## src/rtl/anabellek_hakemi.sv

```systemverilog
// Round-robin arbiter merging N_PORT iomem masters onto one iomem port, one transaction in flight.
// Define ANABELLEK_TIMEOUT_EN to add a bus-timeout watchdog that aborts stalled transactions.
module anabellek_hakemi #(
    parameter int unsigned N_PORT      = 2,
    parameter int unsigned ADDR_W      = 32,
    parameter int unsigned DATA_W      = 32,
    parameter int unsigned TIMEOUT_CYC = 255,
    localparam int unsigned SW         = DATA_W / 8,
    localparam int unsigned GW         = (N_PORT > 1) ? $clog2(N_PORT) : 1
) (
    input  logic                 clk_i,
    input  logic                 rst_ni,
    input  logic [N_PORT-1:0]    m_valid_i,
    input  logic [N_PORT*SW-1:0] m_wstrb_i,
    input  logic [N_PORT*ADDR_W-1:0] m_addr_i,
    input  logic [N_PORT*DATA_W-1:0] m_wdata_i,
    output logic [N_PORT-1:0]    m_ready_o,
    output logic [DATA_W-1:0]    m_rdata_o,
    output logic                 iomem_valid_o,
    input  logic                 iomem_ready_i,
    output logic [SW-1:0]        iomem_wstrb_o,
    output logic [ADDR_W-1:0]    iomem_addr_o,
    output logic [DATA_W-1:0]    iomem_wdata_o,
    input  logic [DATA_W-1:0]    iomem_rdata_i,
    output logic [GW-1:0]        grant_o,
    output logic                 timeout_o
);

    if (N_PORT < 1 || TIMEOUT_CYC < 1 || (DATA_W % 8) != 0) begin : g_param_check
        $error("anabellek_hakemi: invalid parameter set");
    end

    typedef enum logic [1:0] {StBos, StMesgul, StYanit} state_e;

    state_e              state_q, state_d;
    logic [GW-1:0]       son_q, son_d;
    logic [GW-1:0]       grant_q, grant_d;
    logic                valid_q, valid_d;
    logic [SW-1:0]       wstrb_q, wstrb_d;
    logic [ADDR_W-1:0]   addr_q, addr_d;
    logic [DATA_W-1:0]   wdata_q, wdata_d;
    logic [DATA_W-1:0]   rdata_q, rdata_d;
    logic [N_PORT-1:0]   ready_q, ready_d;
    logic                found;
    int unsigned         win_idx;
    int unsigned         idx;

`ifdef ANABELLEK_TIMEOUT_EN
    localparam int unsigned CW = $clog2(TIMEOUT_CYC + 1);
    logic [CW-1:0] cnt_q, cnt_d;
    logic          timeout_q, timeout_d;
`endif

    always_comb begin
        state_d = state_q;
        son_d   = son_q;
        grant_d = grant_q;
        valid_d = valid_q;
        wstrb_d = wstrb_q;
        addr_d  = addr_q;
        wdata_d = wdata_q;
        rdata_d = rdata_q;
        ready_d = '0;
`ifdef ANABELLEK_TIMEOUT_EN
        cnt_d     = cnt_q;
        timeout_d = 1'b0;
`endif

        // Search starts one past the last winner, so the last winner has lowest priority.
        found   = 1'b0;
        win_idx = 0;
        idx     = 0;
        for (int unsigned i = 1; i <= N_PORT; i++) begin
            idx = (int'(son_q) + i) % N_PORT;
            if (!found && m_valid_i[idx]) begin
                found   = 1'b1;
                win_idx = idx;
            end
        end

        unique case (state_q)
            StBos: begin
                if (found) begin
                    addr_d  = m_addr_i[win_idx*ADDR_W +: ADDR_W];
                    wdata_d = m_wdata_i[win_idx*DATA_W +: DATA_W];
                    wstrb_d = m_wstrb_i[win_idx*SW +: SW];
                    son_d   = GW'(win_idx);
                    grant_d = GW'(win_idx);
                    valid_d = 1'b1;
                    state_d = StMesgul;
`ifdef ANABELLEK_TIMEOUT_EN
                    cnt_d   = '0;
`endif
                end
            end
            StMesgul: begin
                if (iomem_ready_i) begin
                    rdata_d        = iomem_rdata_i;
                    valid_d        = 1'b0;
                    ready_d[son_q] = 1'b1;
                    state_d        = StYanit;
`ifdef ANABELLEK_TIMEOUT_EN
                end else if (cnt_q == CW'(TIMEOUT_CYC - 1)) begin
                    rdata_d        = '1;
                    valid_d        = 1'b0;
                    ready_d[son_q] = 1'b1;
                    timeout_d      = 1'b1;
                    state_d        = StYanit;
                end else begin
                    cnt_d = cnt_q + 1'b1;
`endif
                end
            end
            StYanit: state_d = StBos;
            default: state_d = StBos;
        endcase
    end

    always_ff @(posedge clk_i or negedge rst_ni) begin
        if (!rst_ni) begin
            state_q   <= StBos;
            son_q     <= GW'(N_PORT - 1);
            grant_q   <= '0;
            valid_q   <= 1'b0;
            wstrb_q   <= '0;
            addr_q    <= '0;
            wdata_q   <= '0;
            rdata_q   <= '0;
            ready_q   <= '0;
`ifdef ANABELLEK_TIMEOUT_EN
            cnt_q     <= '0;
            timeout_q <= 1'b0;
`endif
        end else begin
            state_q   <= state_d;
            son_q     <= son_d;
            grant_q   <= grant_d;
            valid_q   <= valid_d;
            wstrb_q   <= wstrb_d;
            addr_q    <= addr_d;
            wdata_q   <= wdata_d;
            rdata_q   <= rdata_d;
            ready_q   <= ready_d;
`ifdef ANABELLEK_TIMEOUT_EN
            cnt_q     <= cnt_d;
            timeout_q <= timeout_d;
`endif
        end
    end

    assign m_ready_o     = ready_q;
    assign m_rdata_o     = rdata_q;
    assign iomem_valid_o = valid_q;
    assign iomem_wstrb_o = wstrb_q;
    assign iomem_addr_o  = addr_q;
    assign iomem_wdata_o = wdata_q;
    assign grant_o       = grant_q;
`ifdef ANABELLEK_TIMEOUT_EN
    assign timeout_o     = timeout_q;
`else
    assign timeout_o     = 1'b0;
`endif

endmodule

```

## config.mk

```make
export PLATFORM = sky130hd
export DESIGN_NAME = anabellek_hakemi
export DESIGN_NICKNAME = d
export VERILOG_FILES = /design/src/rtl/anabellek_hakemi.sv
export SDC_FILE = /design/constraint.sdc
export NUM_CORES = 1
export LEC_CHECK = 0
export CORE_AREA = 2 2 107 109
export DETAILED_ROUTE_END_ITERATION = 7
export DIE_AREA = 0 0 109 111
export DONT_BUFFER_PORTS = 1
export PLACE_DENSITY = 0.57
export SYNTH_ARGS = -nofsm -noshare
export SYNTH_HDL_FRONTEND = slang
export SYNTH_SLANG_ARGS = --single-unit
```

## constraint.sdc

```tcl
create_clock -name clk_i -period 3.5 [get_ports clk_i]
set_input_delay 0.525 -clock clk_i [delete_from_list [all_inputs] [get_ports clk_i]]
set_output_delay 0.525 -clock clk_i [all_outputs]
set_load 0.01 [all_outputs]
```

==> key figures <==
Clocking
  – Clk pin slew, worst setup/hold paths: 0.07 ns
  – CTS Sinks: 107
  – CTS tree: built
  – Postcts setup bufs: 0
  – Inserted Clock Buffers: 9
  – Skew-Pair Late Insertion Delay: 0.34 ns
  – Root Driver: clkbuf_16
  – Worst-case clock buffer depth: 2
  – CTS H-tree depth: 3

Synth
  – Top cells by area, synth: dfrtp_1, mux2_2, mux2_4, buf_2, dfstp_2
  – Synth top area share: 55.3%
  – Yosys cell types: 22
  – Cell taking the most area after synthesis: dfrtp_1
  – Sequential fraction of the synthesis area: 55.8%
  – Synth Net Count: 483
  – Mapped cell area: 4800 µm²
  – Syn_area_per_cell: 15.5 µm²
  – FF+latch count, synth: 107
  – Synthesized netlist cell count: 310
  – Synth warn: 0

Timing
  – Fin worst setup slack: 1.26 ns
  – Final Hold Vio Count: 0
  – Least-Margin Pin Slew: 1.08 ns
  – Unrepaired setup endpoints after global routing: false
  – Final Setup Violations: 0
  – Worst Skew: 0.00432 ns
  – Slew headroom: 27.9%
  – Count of final max-slew check failures: 0
  – Tmin final: 2.24 ns
  – Max Freq: 0.446 GHz
  – Period Utilization, post-route: 64.1%
  – Final TNS setup: 0 ns

GRT
  – Antenna violations before repair: 0
  – Largest net degree at the start of global routing: 107
  – GR Overflow Total: 0
  – Vias in the first global route: 2650
  – Total Routing Usage GR: 16.2%
  – First-pass GRT wire length: 14.6 mm

Run
  – Max cap viols: 0

Detailed routing
  – TritonRoute pass-1 iters: 4
  – Final ANT Viol Nets: 0
  – Drt wl/cell: 21.9 µm
  – Via count: 2516
  – Routed Wire Length: 9.91 mm
  – DRC: 0
  – Initial DRC count: 89
  – Via density: 5.55

Floorplan
  – Core Region: 11100 µm²
  – Row cnt: 39
  – Starting density of the core: 43.3%
  – Chip height: 111 µm
  – I/O pins: 278
  – Die X-Extent: 109 µm
  – Die area: 12100 µm²

Final layout
  – Fraction of layout cells with a size suffix above 1: 61.3%
  – Final nets: 478
  – Area Overhead vs Synth: 9.08%
  – Area of the multi-input gates: 2030 µm²
  – Filler instances: 1020
  – Sequential cell area: 2680 µm²
  – Antenna Cells: 0

Place
  – GPL Wtd Cong: 0.682
  – Worst slack, placed: 1.25 ns
  – IO buf count: 0
  – Dpl hpwl: 6.87 mm

Pwr
  – Max rail drop VDD: 419 µV
  – PwrDens: 937 nW/µm²
  – Total power: 0.00490 W
  – Static leakage: 2.20 nW

Worst setup path
  – WP data required: 3.73 ns
  – Worst R2R End: iomem_wdata_o[30]
  – CP arrival: 2.47 ns
  – R2r setup slk: 1.26 ns
  – Maximum net fanout on the critical path: 69
  – Worst r2r src: son_q
  – CP Capture Type: flop
  – Crit path launch type: flop
  – Worst reg2reg path depth: 3
  – Crit path kind: reg2reg

Run status
  – Run status: finished clean

Worst hold path
  – Worst Hold Class: in2async
per-stage QoR:
step | std cells | hold slack (ns) | area (µm²) | utilization, %
2_1_floorplan | 310 | 0.229 | 4800 | -
3_3_place_gp | 436 | 0.232 | 4900 | 44.3
3_5_place_dp | 436 | 0.232 | 4900 | 44.3
4_1_cts | 453 | 0.00669 | 5230 | 47.2
5_1_grt | 453 | 0.000279 | 5230 | 47.2
6_report | 453 | 0.0233 | 5230 | 47.2
cell families after synthesis:
family	after synthesis	share of synthesized area, %
multiplexers	168	40.1
flip-flops	107	55.8
buffers and inverters	20	2.30
AND/OR/NAND/NOR	8	0.835
AO/OA/AOI/OAI	6	0.808
other	1	0.0782
metal layers:
layer	track usage (%)	share of wire [%]	vias to the layer above
met5	0	0	-
met1	17.4	35	1254
met3	7.17	12	11
met4	7.01	1.7	0
li1	-	-	1093
met2	27.3	51	158
cell usage after synthesis:
cell      number
a21o_1         1
o21ai_0        1
mux2_2       159
a21oi_1        1
mux2_4         9
and2_1         1
nand2_1        2
clkbuf_1       3
inv_1          1
dfrtp_1      106
conb_1         1
a31oi_1        1
a21bo_1        1
buf_6          2
buf_4          1
nand3b_1       1
nor2_1         2
nand2b_1       1
o21ai_1        1
dfstp_2        1
nor3_1         1
buf_2         13
flip-flops by register name (all words and copies together) (netlist names):
name           flops
iomem_addr_o      32
iomem_wdata_o     32
m_rdata_o         32
iomem_wstrb_o      4
m_ready_o          2
state_q            2
grant_o            1
iomem_valid_o      1
son_q              1
final cells by class:
| type | instances | share of cell area [%] |
|---|---|---|
| tap | 143 | 3.42 |
| multi-input combinational | 183 | 38.7 |
| clock buffer | 10 | 4.57 |
| sequential | 107 | 51.2 |
| inverter | 1 | 0.0717 |
| timing repair buffer | 3 | 0.813 |
| clock inverter | 6 | 1.22 |
power breakdown:
| part | leakage, nW | internal, W | switching, W |
|---|---|---|---|
| Clock | 0.145 | 0.000575 | 0.000449 |
| Combinational | 0.803 | 0.000799 | 0.000454 |
| Sequential | 1.26 | 0.00188 | 0.000748 |
| Total | 2.20 | 0.00325 | 0.00165 |
repair_timing:
action	in CTS	in global routing
hold buffers	1	0
gates resized for setup	0	0
endpoints found under the hold margin	106	0
worst max-delay path by stage:
| stage | slack (ns) | end | startpoint |
|---|---|---|---|
| after detailed placement | 1.25 | iomem_addr_o[19] | m_valid_i[1] |
| after global routing | 1.13 | iomem_addr_o[19] | son_q |
| final | 1.26 | iomem_wdata_o[30] | son_q |
| after CTS | 1.24 | iomem_addr_o[19] | son_q |
| after global placement | 1.29 | iomem_addr_o[19] | m_valid_i[1] |
| after floorplan | 1.73 | iomem_wdata_o[19] | m_valid_i[1] |
worst max-delay path, stage by stage, from the launching register on:
cell	delay, ns
dfstp_2	0.57
a21bo_4	0.78
mux2_2	0.42
mux2_2	0.26
cell usage in the layout (no fill, tap or decap), types with 2 or more instances in the layout:
cell type   instances
buf_4               2
nor2_1              2
clkinv_2            2
dfrtp_1           106
mux2_4              9
clkinvlp_4          2
clkbuf_16           9
mux2_2            159
nand2_1             2
No activity file was read; power rests on OpenSTA's default activity.
